$ cat src/rtl/rr_mux2_arb_pkg.sv
`default_nettype none
// ----------------------------------------------------------------------------
// Module : rr_mux2_arb_pkg
// Brief  : Shared types, constants and sizing helpers for rr_mux2_arb.
// Rev    : 1.0
// ----------------------------------------------------------------------------
package rr_mux2_arb_pkg;

    typedef logic src_t;

    localparam src_t SRC0 = 1'b0;
    localparam src_t SRC1 = 1'b1;

    // Burst counter must be able to hold the value BURST itself.
    function automatic int cnt_w(input int burst);
        return $clog2(burst + 1);
    endfunction

endpackage
`default_nettype wire

$ cat src/rtl/mux2_1.sv
`default_nettype none
// ----------------------------------------------------------------------------
// Module : mux2_1
// Brief  : Single-bit 2:1 select cell (S=0 -> D0, S=1 -> D1).
// Rev    : 1.0
// ----------------------------------------------------------------------------
module mux2_1 (
    input  logic i_d0,
    input  logic i_d1,
    input  logic i_s,
    output logic o_y
);

    assign o_y = i_s ? i_d1 : i_d0;

endmodule
`default_nettype wire

$ cat src/rtl/rr_mux2_grant.sv
`default_nettype none
// ----------------------------------------------------------------------------
// Module : rr_mux2_grant
// Brief  : Round-robin owner/burst tracking and load-qualified grant/ready.
// Rev    : 1.0
// ----------------------------------------------------------------------------
module rr_mux2_grant
    import rr_mux2_arb_pkg::*;
#(
    parameter int BURST = 4
) (
    input  logic clk,
    input  logic rst,
    input  logic i_d0_valid,
    input  logic i_d1_valid,
    input  logic i_load,
    output src_t o_grant,
    output logic o_grant_valid,
    output logic o_d0_ready,
    output logic o_d1_ready
);

    localparam int            CW      = cnt_w(BURST);
    localparam logic [CW-1:0] c_burst = CW'(BURST);
    localparam logic [CW-1:0] c_one   = CW'(1);

    src_t          r_owner;
    logic [CW-1:0] r_cnt;
    logic          w_take;

    // Owner keeps the bus under contention until it has used its full burst.
    always_comb begin
        o_grant = SRC0;
        if (i_d0_valid && i_d1_valid) begin
            o_grant = (r_cnt == c_burst) ? ~r_owner : r_owner;
        end else if (i_d1_valid) begin
            o_grant = SRC1;
        end
    end

    assign o_grant_valid = i_d0_valid | i_d1_valid;
    assign w_take        = !rst & i_load & o_grant_valid;
    assign o_d0_ready    = w_take & (o_grant == SRC0);
    assign o_d1_ready    = w_take & (o_grant == SRC1);

    always_ff @(posedge clk) begin
        if (rst) begin
            r_owner <= SRC0;
            r_cnt   <= '0;
        end else if (w_take) begin
            if (o_grant == r_owner) begin
                if (r_cnt != c_burst) begin
                    r_cnt <= r_cnt + c_one;
                end
            end else begin
                r_owner <= o_grant;
                r_cnt   <= c_one;
            end
        end
    end

endmodule
`default_nettype wire

$ cat src/rtl/rr_mux2_arb.sv
`default_nettype none
// ----------------------------------------------------------------------------
// Module : rr_mux2_arb
// Brief  : Two-input round-robin arbiter with bounded bursts and a registered
//          valid/ready output stage.
// Rev    : 1.0
// ----------------------------------------------------------------------------
module rr_mux2_arb
    import rr_mux2_arb_pkg::*;
#(
    parameter int WIDTH = 8,
    parameter int BURST = 4
) (
    input  logic             clk,
    input  logic             rst,
    input  logic [WIDTH-1:0] d0,
    input  logic             d0_valid,
    output logic             d0_ready,
    input  logic [WIDTH-1:0] d1,
    input  logic             d1_valid,
    output logic             d1_ready,
    output logic [WIDTH-1:0] y,
    output logic             y_valid,
    input  logic             y_ready,
    output logic             y_src
);

    localparam logic [0:0] c_empty = 1'b0;
    localparam logic [0:0] c_full  = 1'b1;

    logic [0:0]       r_state;
    logic [WIDTH-1:0] r_y;
    src_t             r_y_src;

    logic             w_load;
    logic             w_take;
    logic             w_grant_valid;
    src_t             w_grant;
    logic [WIDTH-1:0] w_mux;

    // The register can take a word when empty or when its word leaves now.
    assign w_load = (r_state == c_empty) | y_ready;
    assign w_take = !rst & w_load & w_grant_valid;

    rr_mux2_grant #(
        .BURST (BURST)
    ) u_grant (
        .clk           (clk),
        .rst           (rst),
        .i_d0_valid    (d0_valid),
        .i_d1_valid    (d1_valid),
        .i_load        (w_load),
        .o_grant       (w_grant),
        .o_grant_valid (w_grant_valid),
        .o_d0_ready    (d0_ready),
        .o_d1_ready    (d1_ready)
    );

    generate
        for (genvar i = 0; i < WIDTH; i++) begin : g_mux
            mux2_1 u_mux (
                .i_d0 (d0[i]),
                .i_d1 (d1[i]),
                .i_s  (w_grant),
                .o_y  (w_mux[i])
            );
        end
    endgenerate

    always_ff @(posedge clk) begin
        if (rst) begin
            r_state <= c_empty;
            r_y     <= '0;
            r_y_src <= SRC0;
        end else begin
            case (r_state)
                c_empty: begin
                    if (w_take) begin
                        r_state <= c_full;
                        r_y     <= w_mux;
                        r_y_src <= w_grant;
                    end
                end
                default: begin
                    if (w_take) begin
                        r_y     <= w_mux;
                        r_y_src <= w_grant;
                    end else if (y_ready) begin
                        r_state <= c_empty;
                    end
                end
            endcase
        end
    end

    assign y       = r_y;
    assign y_valid = (r_state == c_full);
    assign y_src   = r_y_src;

endmodule
`default_nettype wire

$ cat config.mk
export PLATFORM = sky130hd
export DESIGN_NAME = rr_mux2_arb
export DESIGN_NICKNAME = d
export VERILOG_FILES = /design/src/rtl/rr_mux2_arb_pkg.sv /design/src/rtl/mux2_1.sv /design/src/rtl/rr_mux2_grant.sv /design/src/rtl/rr_mux2_arb.sv
export SDC_FILE = /design/constraint.sdc
export NUM_CORES = 1
export LEC_CHECK = 0
export CAP_MARGIN = 30
export CORE_ASPECT_RATIO = 0.9
export CORE_MARGIN = 3
export CORE_UTILIZATION = 43
export CTS_CLUSTER_SIZE = 24
export DETAILED_ROUTE_END_ITERATION = 8
export HOLD_SLACK_MARGIN = 0.05
export PLACE_DENSITY = 0.84
export SYNTH_ARGS = -nofsm -noshare
export SYNTH_HDL_FRONTEND = slang
export SYNTH_SLANG_ARGS = --single-unit
$ cat constraint.sdc
create_clock -name clk -period 2.6 [get_ports clk]
set_input_delay 0.26 -clock clk [delete_from_list [all_inputs] [get_ports clk]]
set_output_delay 0.26 -clock clk [all_outputs]
set_load 0.01 [all_outputs]
# Yosys cells after proc, flatten, opt, wreduce, memory -nomap -nowiden
# Cells that the tools add are included.
dict set report classes {
  addsub 1
  eq_ne 4
  n_mux 17
  bitwise_logic 10
  reduce_logical 4
}
# op n
set ops {}
lappend ops {{$mux W1} 15}
lappend ops {{$mux W3} 2}
lappend ops {{$and A1 B1 Y1} 4}
lappend ops {{$not A1 Y1} 4}
lappend ops {{$reduce_and A2 Y1} 2}
lappend ops {{$add A3 B1 Y3 const B} 1}
lappend ops {{$eq A3 B3 Y1 const B} 1}
lappend ops {{$ne A3 B3 Y1 const B} 1}
lappend ops {{$ne A2 B2 Y1 const B} 1}
lappend ops {{$or A1 B1 Y1} 2}
lappend ops {{$eq A1 B1 Y1} 1}
lappend ops {{$logic_and A1 B1 Y1} 1}
lappend ops {{$logic_not A1 Y1} 1}
dict set report word_totals {
  regBits 14
  in_bits 21
  out_inout_bits 12
  elab_cells 41
}

# Logic depth before layout (Yosys ltp)
dict set report depth {
  depth_word 6
  depth_mapped 7
  mapped_depth_nobuf 6
}

# By module
# From an unflattened synthesis, not the netlist that was laid out.
dict set report unflattened {
  hier_cells 95
  area_unflattened_um2 962.2
}
# mod instances cells_per_inst area_per_inst_um2 seq_area_each_um2
set by_module_without_submodules {}
lappend by_module_without_submodules {rr_mux2_arb 1 45 470.5 200.2}
lappend by_module_without_submodules {rr_mux2_grant 1 42 371.6 80.1}
lappend by_module_without_submodules {mux2_1 8 1 15.0 0.0}

# Worst setup path before layout
# OpenSTA, ideal clock, no wires.
dict set report synth_timing {
  kind {register to output}
  start {register u_grant.r_cnt[0]}
  end {output d0_ready}
  t_arrival_ps 1378
  required_time_ps 2340
  slack_ps 962
  path_stages_with_launch 7
  n_path_buf 1
  path_cell_list {dfxtp_1 > inv_1 > ha_1 > and2_0 > o211a_1 > buf_4 > nor2_1}
}
dict set report synth_between {
  elab_chain_len 5
}
# element line
set synth_lines {}
lappend synth_lines {{start: declaration} rr_mux2_grant.sv:28} ;# logic [CW-1:0] r_cnt;
lappend synth_lines {{start signal: assignment} rr_mux2_grant.sv:53} ;# r_cnt <= r_cnt + c_one;
lappend synth_lines {{start signal: assignment} rr_mux2_grant.sv:57} ;# r_cnt <= c_one;
lappend synth_lines {{$eq A3 B3 Y1} rr_mux2_grant.sv:35} ;# o_grant = (r_cnt == c_burst) ? ~r_owner : r_owner;
lappend synth_lines {{$mux W1} rr_mux2_grant.sv:35}
lappend synth_lines {{$mux W1} rr_mux2_grant.sv:34} ;# if (i_d0_valid && i_d1_valid) begin
lappend synth_lines {{$not A1 Y1} rr_mux2_grant.sv:43} ;# assign o_d0_ready = w_take & (o_grant == SRC0);
lappend synth_lines {{$and A1 B1 Y1} rr_mux2_grant.sv:43}
lappend synth_lines {{end: declaration} rr_mux2_arb.sv:18} ;# output logic d0_ready,
# Every way passes these cells.

# Final worst setup path
# Same ends and word-level chain as after synthesis.

==> impl_results.md <==
* Htree depth at 1
* Clock transition at path regs at 0.08 ns
* Post-Syn Instances at 91
* Placed Cells at 143
* Routed wire length at 1980 um
* Die area at 0.00224 sq mm
* Clk pwr share at 23.3%
* Final nets at 149
* CTS tree: done
* Worst hold path type: register to register
* Total CTS buffers at 3
* Share of layout cells above drive strength 1 at 9.68%
* Mux cell area share after synthesis at 2.73%
* Largest net degree at the start of global routing at 16
* P_leak at 0.000441 uW
* EDFF count, synth at 0
* Layout Skew at 0.00159 ns
* Inserted Diodes at 0
* Max_slew headroom at 56.3%
* Number of buffers and inverters on the critical path at 2
* Die Wd at 49.6 um
* Power Dens Cells at 451 mW/mm^2
* # rows at 13
* Seq cells post-synth at 14
* Crit-path max cell delay at 0.55 ns
* CP max FO at 9
* Crit path capture type: output port
* Sw Pwr at 136 uW
* Cell taking the most area after synthesis: dfxtp_1
* Cell area after synthesis at 734 sq um
* Xor/xnor share of the synthesized area at 0%
* Routing usage on met3 at 4.29%
* Most Used Layer, Global Route: met2
* Top FF cell, synth: dfxtp_1
* Via Count at 777
* Simple-Gate Fraction of Synth Area at 25.2%
* MaxCap Viol Count at 0
* Pre-antenna DRT Iters at 4
* # DRC at 0
* Clock Root Buffer: clkbuf_4
* Max rail drop VDD at 0.000427 V
* Max Fclk at 401 MHz
* Least-Margin Pin Slew at 0.652 ns
* Fill cells at 137
* Pint at 366 uW
* Number of library cell types mapped by synthesis at 29
* RSZ-0062 raised after global routing: no
* Required @ worst endpoint at 2.34 ns
* Slowest-stage cell, CP: clkdlybuf4s50_1
* Routability congestion estimate at 0.881
* Worst-path cell chain: inv_1 -> ha_1 -> and2_0 -> o211a_4 -> nor2_1 -> clkdlybuf4s50_1
* Total grt overflow at 0
* Minimum clock period at 2.49 ns
* Synth top area share at 38.2%
* Starting Density at 48.0%
* YS warnings at 0
* Total track usage at 18.1%
* Status: completed
* Synth Area in Adders at 3.41%
* Vert. Die Dim at 45.2 um
* Buffers on Ports at 32
* Clock sinks at 14
* CTS max path bufs at 2
* Wire per inst at 13.6 um
* CP startpoint kind: register
* I/O pins at 33
* Logic pwr share at 28.7%
* Synthesized Nets at 114
* Switching Fraction at 27.1%
* Vias per inst at 5.32
* Arrival time worst endpoint at 2.23 ns
* Layout area overhead at 51.6%
* Vias in the first global route at 752
* Final setup viols at 0
* Antenna violations before repair at 0
* Mapped Avg Cell Area at 8.07 sq um
* First-pass GRT wire length at 3160 um
* Core box area at 0.00153 sq mm
* Final hold violation count at 0
* Synth top area cells: dfxtp_1 38%, a211oi_1 9.2%, nor2_1 6.6%, a21oi_1 6.1%, nand2_1 4.6%
* Commonest cells post-synth: 14 x dfxtp_1, 13 x nor2_1, 9 x a211oi_1, 9 x a21oi_1, 9 x nand2_1
* Fin crit share at 95.8%
* Post-DP HPWL at 1540 um
* # hold bufs at CTS at 0
* CP Class: register to output port
* Final Slew Violations at 0
* Met1 usage at 21.5%
* Most frequent cell after synthesis: dfxtp_1
* Compound-Gate Fraction of Synth Area at 25.0%
* Post-DRT Antenna Nets at 0
* Sequential power share at 48.0%
* Initial DRC Count at 2
* Family with the most delay on the worst path: buffers and inverters
* Largest family of logic cells by synthesized area: simple AND/OR/NAND/NOR gates
* Register area share after synthesis at 38.2%
* Met2 usage at 33.8%
* Fin cells at 146
* Clock latency on the worst-skew pair at 0.27 ns
* Setup_tns at 0 ns
* Async SR Flop Fraction at 0%
cell families after synthesis:
group | Yosys count
AND/OR/NAND/NOR | 37
flip-flops | 14
buffers and inverters | 9
adder cells (fa/ha/maj) | 2
AO/OA/AOI/OAI | 27
multiplexers | 2
state kept, by name, summed over array words and instances (netlist names):
register / count
y_valid: 1
y: 8
u_grant.r_owner: 1
y_src: 1
u_grant.r_cnt: 3
worst reg2reg max path, cell delays in order (launching register included):
cell and delay (ns):
dfxtp_1 0.39, inv_1 0.07, ha_1 0.24, and2_0 0.28
o41ai_1 0.40, o31ai_1 0.13, nor2b_1 0.14
routing by layer:
metal  vias to the layer above  wire length, um
li1                        391                -
met1                       366              833
met2                        18             1050
met3                         2               76
met4                         0               17
met5                         -                0
through the flow:
step	util (%)	setup slack (ns)	hold WS (ns)	power (uW)	instance area [sq um]
floorplan	-	0.962	0.385	312	734
global placement	70.9	0.355	0.435	383	1080
detailed placement	70.9	0.311	0.471	389	1080
CTS	72.3	0.0554	0.489	505	1110
global route	72.8	0.0128	0.515	529	1110
finish	72.8	0.108	0.477	502	1110
final timing paths:
path,slack (ns),to,startpoint,cells past startpoint
max,0.11,d0_ready,u_grant.r_cnt[0],6
max reg2reg,0.85,u_grant.r_cnt[0],u_grant.r_cnt[0],6
min,0.48,y_src,y_src,1
min reg2reg,0.48,y_src,y_src,1
cell usage in the layout, fill, tap and decap left out, drive strengths merged, types with 3 or more instances in the layout:
cell           instances
a21oi                  9
buf                    4
nand2b                 3
nor2                  13
a211oi                 9
nand2                  9
clkbuf                 3
dfxtp                 14
a21o                   3
inv                    3
clkdlybuf4s50         32
repair_timing:
action,CTS,global route
endpoints found under the hold margin,0,0
setup endpoints to repair,0,1
gates resized for setup,0,2
buffers inserted,0,0
layout make-up:
type	count	area (sq um)	share of cell area, %
sequential	14	280	25.2
clock buffer	3	22.5	2.02
multi-input combinational	68	422	37.9
tap	22	27.5	2.47
inverter	3	11.3	1.01
timing repair buffer	36	350	31.5
power by group through the flow:
stage / logic (uW) / clock network, uW / registers [uW]
floorplan: 63.2 / 0 / 249
global placement: 138 / 0 / 245
detailed placement: 142 / 0 / 246
CTS: 143 / 121 / 241
global route: 156 / 131 / 243
finish: 144 / 117 / 241
No activity file was read; power rests on OpenSTA's default activity.
